===== src/rtl/parking_ctrl.sv =====
// Three-slot parking controller: grants slots on entry, bills elapsed time on exit,
// and drives an external slot store that holds entry times and charged fees.
module parking_ctrl #(
    parameter int unsigned RATE      = 2,
    parameter int unsigned MIN_UNITS = 1
) (
    input  logic       clk,
    input  logic       reset,
    input  logic [9:0] time_now,
    input  logic       entry_req,
    input  logic       exit_req,
    input  logic [1:0] exit_car,
    output logic [1:0] mem_car_sel,
    output logic       mem_write_entry,
    output logic       mem_write_cost,
    output logic [9:0] mem_entry_time_in,
    output logic [9:0] mem_cost_in,
    input  logic [9:0] mem_entry_time_out,
    output logic       entry_ack,
    output logic       entry_nack,
    output logic [1:0] granted_car,
    output logic       exit_ack,
    output logic       exit_nack,
    output logic [9:0] fee_out,
    output logic [2:0] occupancy,
    output logic       full,
    output logic       busy
);

    typedef enum logic [2:0] {
        IDLE,
        ENTRY_WR,
        EXIT_RD,
        EXIT_CALC,
        EXIT_WR,
        DONE
    } state_t;

    state_t     state;
    logic       pend_entry;
    logic       pend_exit;
    logic [1:0] pend_car;
    logic [1:0] cur_car;
    logic [9:0] t_entry;
    logic [9:0] t_exit;

    logic [1:0]  free_slot;
    logic [2:0]  cur_mask;
    logic [3:0]  occ_ext;
    logic        exit_valid;
    logic [9:0]  elapsed;
    logic [31:0] units;
    logic [63:0] product;
    logic [9:0]  fee_calc;

    // Lowest-index vacant slot; only consulted when the lot is not full.
    always_comb begin
        // NOTE: every always_comb output gets a default first so no path can infer a latch.
        free_slot = 2'd0;
        if (!occupancy[0])
            free_slot = 2'd0;
        else if (!occupancy[1])
            free_slot = 2'd1;
        else if (!occupancy[2])
            free_slot = 2'd2;
    end

    // Index 3 maps onto a permanently vacant bit, so it is rejected like an empty slot.
    assign occ_ext    = {1'b0, occupancy};
    assign exit_valid = occ_ext[pend_car];
    assign cur_mask   = 3'b001 << cur_car;

    // Billing: modulo-1024 elapsed time, minimum charge, saturating fee.
    assign elapsed = t_exit - t_entry;

    always_comb begin
        units = {22'd0, elapsed};
        if (units < MIN_UNITS)
            units = MIN_UNITS;
        product  = 64'(units) * 64'(RATE);
        fee_calc = (product > 64'd1023) ? 10'd1023 : product[9:0];
    end

    // Outputs are registered alongside the state they belong to, so each pulse
    // is set on the edge entering its state and cleared by the default on the next.
    always_ff @(posedge clk or posedge reset) begin
        if (reset) begin
            state             <= IDLE;
            pend_entry        <= 1'b0;
            pend_exit         <= 1'b0;
            pend_car          <= 2'd0;
            cur_car           <= 2'd0;
            t_entry           <= 10'd0;
            t_exit            <= 10'd0;
            mem_car_sel       <= 2'd0;
            mem_write_entry   <= 1'b0;
            mem_write_cost    <= 1'b0;
            mem_entry_time_in <= 10'd0;
            mem_cost_in       <= 10'd0;
            entry_ack         <= 1'b0;
            entry_nack        <= 1'b0;
            granted_car       <= 2'd0;
            exit_ack          <= 1'b0;
            exit_nack         <= 1'b0;
            fee_out           <= 10'd0;
            occupancy         <= 3'b000;
            full              <= 1'b0;
            busy              <= 1'b0;
        end else begin
            entry_ack       <= 1'b0;
            entry_nack      <= 1'b0;
            exit_ack        <= 1'b0;
            exit_nack       <= 1'b0;
            mem_write_entry <= 1'b0;
            mem_write_cost  <= 1'b0;

            if (entry_req && !pend_entry)
                pend_entry <= 1'b1;
            if (exit_req && !pend_exit) begin
                pend_exit <= 1'b1;
                pend_car  <= exit_car;
            end

            // NOTE: the clears below come after the captures above; with non-blocking
            // assignments the last one wins, so a same-edge request is dropped.
            case (state)
                IDLE: begin
                    if (pend_exit) begin
                        if (!exit_valid) begin
                            exit_nack <= 1'b1;
                            pend_exit <= 1'b0;
                        end else begin
                            state       <= EXIT_RD;
                            busy        <= 1'b1;
                            cur_car     <= pend_car;
                            mem_car_sel <= pend_car;
                        end
                    end else if (pend_entry) begin
                        if (full) begin
                            entry_nack <= 1'b1;
                            pend_entry <= 1'b0;
                        end else begin
                            state             <= ENTRY_WR;
                            busy              <= 1'b1;
                            cur_car           <= free_slot;
                            mem_car_sel       <= free_slot;
                            mem_write_entry   <= 1'b1;
                            mem_entry_time_in <= time_now;
                        end
                    end
                end

                ENTRY_WR: begin
                    occupancy   <= occupancy | cur_mask;
                    full        <= &(occupancy | cur_mask);
                    entry_ack   <= 1'b1;
                    granted_car <= cur_car;
                    pend_entry  <= 1'b0;
                    state       <= DONE;
                end

                EXIT_RD: begin
                    t_entry <= mem_entry_time_out;
                    t_exit  <= time_now;
                    state   <= EXIT_CALC;
                end

                EXIT_CALC: begin
                    mem_cost_in    <= fee_calc;
                    mem_write_cost <= 1'b1;
                    state          <= EXIT_WR;
                end

                EXIT_WR: begin
                    occupancy <= occupancy & ~cur_mask;
                    full      <= 1'b0;
                    exit_ack  <= 1'b1;
                    fee_out   <= mem_cost_in;
                    pend_exit <= 1'b0;
                    state     <= DONE;
                end

                DONE: begin
                    state <= IDLE;
                    busy  <= 1'b0;
                end

                default: begin
                    state <= IDLE;
                    busy  <= 1'b0;
                end
            endcase
        end
    end

endmodule


===== config.mk =====
export PLATFORM = sky130hd
export DESIGN_NAME = parking_ctrl
export DESIGN_NICKNAME = d
export VERILOG_FILES = /design/src/rtl/parking_ctrl.sv
export SDC_FILE = /design/constraint.sdc
export NUM_CORES = 1
export LEC_CHECK = 0
export CORE_MARGIN = 4
export CORE_UTILIZATION = 30
export DETAILED_ROUTE_END_ITERATION = 16
export GPL_TIMING_DRIVEN = 1
export SYNTH_ARGS = -nofsm -noshare
export SYNTH_HDL_FRONTEND = slang
export SYNTH_SLANG_ARGS = --single-unit

===== constraint.sdc =====
create_clock -name clk -period 4.6 [get_ports clk]
set_input_delay 0.92 -clock clk [delete_from_list [all_inputs] [get_ports clk]]
set_output_delay 0.92 -clock clk [all_outputs]
set_load 0.02 [all_outputs]

# --- Word-level counts from Yosys, hierarchy flattened ---
# Cells that the tools add are included.
classes:
  addsub: 1
  order_cmp: 3
  n_eq_ne: 9
  shift: 1
  muxes: 46
  bitwise: 6
  reduce_logical: 14
ops:
  columns: ["cell", "count"]
  rows:
  - ["$gt A33 B10 Y1 const B", 1]
  - ["$mux W1", 26]
  - ["$mux W10", 2]
  - ["$mux W2", 7]
  - ["$mux W3", 4]
  - ["$pmux W3 S4", 1]
  - ["$reduce_and A4 Y1", 3]
  - ["$lt A10 B1 Y1 const B", 1]
  - ["$sub A10 B10 Y10", 1]
  - ["$ne A3 B3 Y1 const B", 3]
  - ["$pmux W1 S2", 4]
  - ["$eq A3 B2 Y1 const B", 2]
  - ["$pmux W3 S2", 1]
  - ["$reduce_and A3 Y1", 2]
  - ["$ne A2 B1 Y1 const B", 2]
  - ["$reduce_bool A2 Y1", 2]
  - ["$reduce_or A4 Y1", 1]
  - ["$and A3 B3 Y3", 1]
  - ["$eq A3 B1 Y1 const B", 1]
  - ["$eq A3 B3 Y1 const B", 1]
  - ["$logic_not A3 Y1", 1]
  - ["$lt A2 B3 Y1 const B", 1]
  - ["$not A1 Y1", 3]
  - ["$not A3 Y3", 1]
  - ["other kinds (6)", 8]
word_totals:
  reg_bits: 72
  output_inout_bits: 45
  word_cells: 100

# --- Logic depth before layout (Yosys ltp) ---
depth:
  ltp_word: 7
  mapped_depth: 10
  ltp_nobuf: 10

# --- Worst setup path after synthesis ---
# Ideal clock, no wire load.
synth_timing:
  kind: "flip-flop to flip-flop"
  from: "register t_exit[4]"
  to: "register mem_cost_in[8]"
  setup_ns: 0.125
  t_arrival_ns: 2.199
  required_time_ns: 4.475
  path_slack_ns: 2.277
  path_stages_with_launch: 8
  n_path_buf: 0
  period_less_slack_ns: 2.323
  path_cell_list: "dfrtp_1 ha_1 a21o_1 a31oi_2 a21oi_2 or4_1 a211o_1 mux2_2"
synth_via:
  elab_chain_cells: 5
synth_lines:
  columns: ["item", "line_no", "source"]
  rows:
  - ["start: declaration", "45", "logic [9:0] t_exit;"]
  - ["start signal: assignment", "164", "t_exit <= time_now;"]
  - ["$sub A10 B10 Y10 (*)", "74", "assign elapsed = t_exit - t_entry;"]
  - ["$lt A10 B1 Y1", "78", "if (units < MIN_UNITS)"]
  - ["$mux W10 (*)", "78", null]
  - ["$gt A33 B10 Y1", "81", "fee_calc = (product > 64'd1023) ? 10'd1023 : product[9:0];"]
  - ["$mux W10 (*)", "81", null]
  - ["end signal: assignment", "169", "mem_cost_in <= fee_calc;"]
  - ["end: declaration", "17", "output logic [9:0] mem_cost_in,"]
# Every way passes the cells marked *; elsewhere a longest branch is shown, timed or not.
# A chain may end at the register's enable or synchronous reset.

# --- Worst setup path in the final report ---
layout_timing:
  from: "register t_entry[4]"
  to: "register mem_cost_in[1]"
layout_via:
  elab_chain_cells: 5
layout_lines:
  columns: ["item", "line_no", "source"]
  rows:
  - ["start: declaration", "44", "logic [9:0] t_entry;"]
  - ["start signal: assignment", "163", "t_entry <= mem_entry_time_out;"]
  - ["$sub A10 B10 Y10 (*)", "74", null]
  - ["$lt A10 B1 Y1", "78", null]
  - ["$mux W10 (*)", "78", null]
  - ["$gt A33 B10 Y1", "81", null]
  - ["$mux W10 (*)", "81", null]
# Marked as above.

==> impl_metrics.py <==
metrics = {
    "worst_setup_path": {
        "critPathArrivalTime_ns": 2.76,
        "cpPeakStageDelay_ns": 0.51,
        "worstSetupStartpointType": "flop",
        "crit_type": "flop to flop",
        "path_max_fanout": 6,
        "critPathRequiredTime_ns": 4.83,
        "critPathSlowestCell": "or4_1",
        "reg2regPathDepth": 8,
        "path_buf_inv": 1,
        "crit_cells": 8,
        "crit_chain": "inv_1 > ha_1 > a21o_1 > a31oi_2 > a21oi_2 > or4_1 > a211o_1 > o32ai_1",
        "critPathTopFamily": "compound AO/OA/AOI/OAI gates",
        "worst_setup_path_end_kind": "flop",
    },
    "clock_tree": {
        "path_clk_slew_ns": 0.07,
        "cts_tree": "done",
        "cts_resized": 0,
        "clock_path_buffers": 2,
        "clock-root-buffer": "clkbuf_8",
        "cts-htree-levels": 3,
        "cts_setup_buffers": 0,
        "hold_buffers": 0,
        "clock_sinks": 72,
        "numCtsBuffers": 9,
        "insertion_delay_ns": 0.34,
    },
    "layout": {
        "drive_gt1_share_pct": 16.3,
        "area_delta_synth_final_pct": 31.9,
        "n_antenna_cell": 0,
        "final_area_um2": 4270,
        "stdcell_count": 499,
        "nNetsFinal": 394,
    },
    "global_routing": {
        "grt.total_usage_pct": 11.5,
        "grt_antenna_before_repair": 0,
        "grt_pass1_wl_um": 11600,
        "grt_pass1_vias": 2404,
        "overflow": 0,
        "grt_start_max_net_pins": 44,
    },
    "run": {
        "maxCapViolCount": 0,
    },
    "logic_synthesis": {
        "ys_top_cells_by_count": "dfrtp_1 (72), mux2_2 (35), o21ai_0 (24), nand2_1 (22), nor2_1 (19)",
        "netlist.area_leader.share_pct": 55.7,
        "syn_nets": 320,
        "synth.distinct_cells": 40,
        "yosysMostFrequentCell": "dfrtp_1",
        "ys_seq_elements": 72,
        "synth_ff_type": "dfrtp_1",
        "syn_area_um2": 3230,
        "yosys_warnings": 0,
        "netlist_instances": 284,
        "yosys-top-cells-area": "dfrtp_1 (56%), mux2_2 (12%), o21ai_0 (3.7%)",
        "synthArstFlopShare_pct": 100,
        "yosysTopAreaCell": "dfrtp_1",
        "synth_edf_count": 0,
        "avgSynthCellArea_um2": 11.4,
        "synth.yosys.seq_area_share_pct": 55.7,
    },
    "run_status": {
        "status": "finished, final reports clean",
    },
    "sta": {
        "setup_viol": 0,
        "min_period_ns": 2.53,
        "finalMaxSlewViolations": 0,
        "slew_headroom_pct": 55.9,
        "hold_viol": 0,
        "fin_setup_tns_ns": 0,
        "max_freq_ghz": 0.395,
        "fin_worst_skew_ns": 0.0117,
        "fin_hold_ws_ns": 0.497,
        "grt_setup_unrepaired": "false",
        "period_share_pct": 55.0,
        "tightest_slew_ns": 0.660,
    },
    "drt": {
        "antenna_left": 0,
        "route.detailed.drc": 0,
        "wl_per_cell_um": 13.6,
        "via_per_inst": 4.68,
        "routed_wl_um": 6780,
        "drt_iter0_drc": 48,
        "dr.pass1.iters": 4,
        "via_count": 2335,
    },
    "power": {
        "pwr-share-comb_pct": 53.2,
        "switchingPower_uw": 1400,
        "p_per_area_nw_per_um2": 803,
        "p_sw_share_pct": 41.0,
        "leakage_uw": 0.00183,
        "ir_drop_uv": 278,
        "p_seq_share_pct": 34.0,
        "pwr-share-clk_pct": 12.7,
        "p_int_uw": 2020,
    },
    "die": {
        "initial_core_util_pct": 31.0,
        "coreArea_um2": 10400,
        "die_h_um": 112,
        "die_area_um2": 12500,
        "die_x_um": 112,
        "io_pins": 71,
        "rows": 37,
    },
    "placement": {
        "place_hpwl_um": 5010,
        "dp.cells": 483,
        "gp_congestion": 0.824,
        "dpl_cell_area_um2": 4100,
        "io_buffers": 70,
    },
    "hold_path": {
        "holdCritPathClass": "flop to flop",
        "min_path_cells": 2,
    },
}
cells by family (layout without fill, tap and decap cells):
| kind of cell | count (synthesis) | count (layout) | share of synthesized area (%) |
|---|---|---|---|
| AOI/OAI and AO/OA | 61 | 61 | 11.7 |
| xor gates and xnor gates | 9 | 9 | 2.44 |
| adders and majority gates | 11 | 11 | 4.41 |
| buffers and inverters | 28 | 107 | 3.29 |
| DFF | 72 | 72 | 55.7 |
| muxes | 37 | 37 | 12.8 |
| and+or+nand+nor | 66 | 66 | 9.64 |
flip-flops by register name (all words and copies together), names as in the netlist, named ones only:
name	flops
pend_exit	1
cur_car	2
t_exit	10
t_entry	10
state	3
fee_out	10
pend_entry	1
entry_nack	1
busy	1
granted_car	2
mem_cost_in	10
pend_car	2
mem_write_cost	1
mem_entry_time_in	10
full	1
mem_write_entry	1
exit_nack	1
entry_ack	1
exit_ack	1
through the flow:
step                      total power (uW)  util, %  worst slack, ns
final                                 3420     40.9             2.07
after global routing                  3720     40.9             2.00
after CTS                             3470     40.9             2.08
after detailed placement              3020     39.4             2.13
after global placement                2980     39.4             2.19
after floorplan                       2360        -             1.86
tightest hold or removal path, stage by stage, from the launching register on:
cell and delay, ns:
dfrtp_1 0.35, nand2_1 0.05, nand2_1 0.06
cells in the final DEF (no fill, tap or decap), drive strengths merged, types with 4 or more instances in the layout:
cell,Yosys,layout
dfrtp,72,72
clkdlybuf4s50,0,70
mux2,35,35
o21ai,24,24
nand2,22,22
nor2,19,19
inv,18,18
a21oi,13,13
clkbuf,9,13
ha,9,9
a31oi,8,8
a21o,5,5
xor2,5,5
xnor2,4,4
nand2b,4,4
layer usage:
metal | vias to the layer above | wire length [um] | GRT usage, % | share of wire (%)
met5 | - | 0 | 0 | 0
li1 | 1150 | - | - | -
met4 | 0 | 120 | 4.54 | 1.8
met1 | 1120 | 3280 | 15.2 | 48
met2 | 53 | 3040 | 17.7 | 45
met3 | 12 | 343 | 3.53 | 5.1
power by group through the flow:
stage | combinational, uW | sequential (uW) | clock [uW]
final | 1820 | 1170 | 436
after global routing | 2020 | 1220 | 485
after CTS | 1840 | 1170 | 454
after detailed placement | 1830 | 1180 | 0
after global placement | 1810 | 1170 | 0
after floorplan | 1020 | 1340 | 0
final timing paths:
check | startpoint | slack [ns] | end
worst min-delay path | granted_car[0] | 0.50 | granted_car[0]
max in group asynchronous | reset | 2.65 | mem_cost_in[9]
worst min register to register | granted_car[0] | 0.50 | granted_car[0]
min in group asynchronous | reset | 0.98 | exit_nack
worst max register to register | t_entry[4] | 2.07 | mem_cost_in[1]
worst max-delay path | t_entry[4] | 2.07 | mem_cost_in[1]
layout make-up:
cell class / instances / area, um2
Fill cell: 1050 / 6150
Sequential cell: 72 / 1800
Multi-Input combinational cell: 184 / 1340
Timing Repair Buffer: 73 / 723
Tap cell: 136 / 170
Clock buffer: 13 / 149
Inverter: 18 / 67.6
Clock inverter: 3 / 17.5
Note: power is estimated with default switching activity, not from simulation.
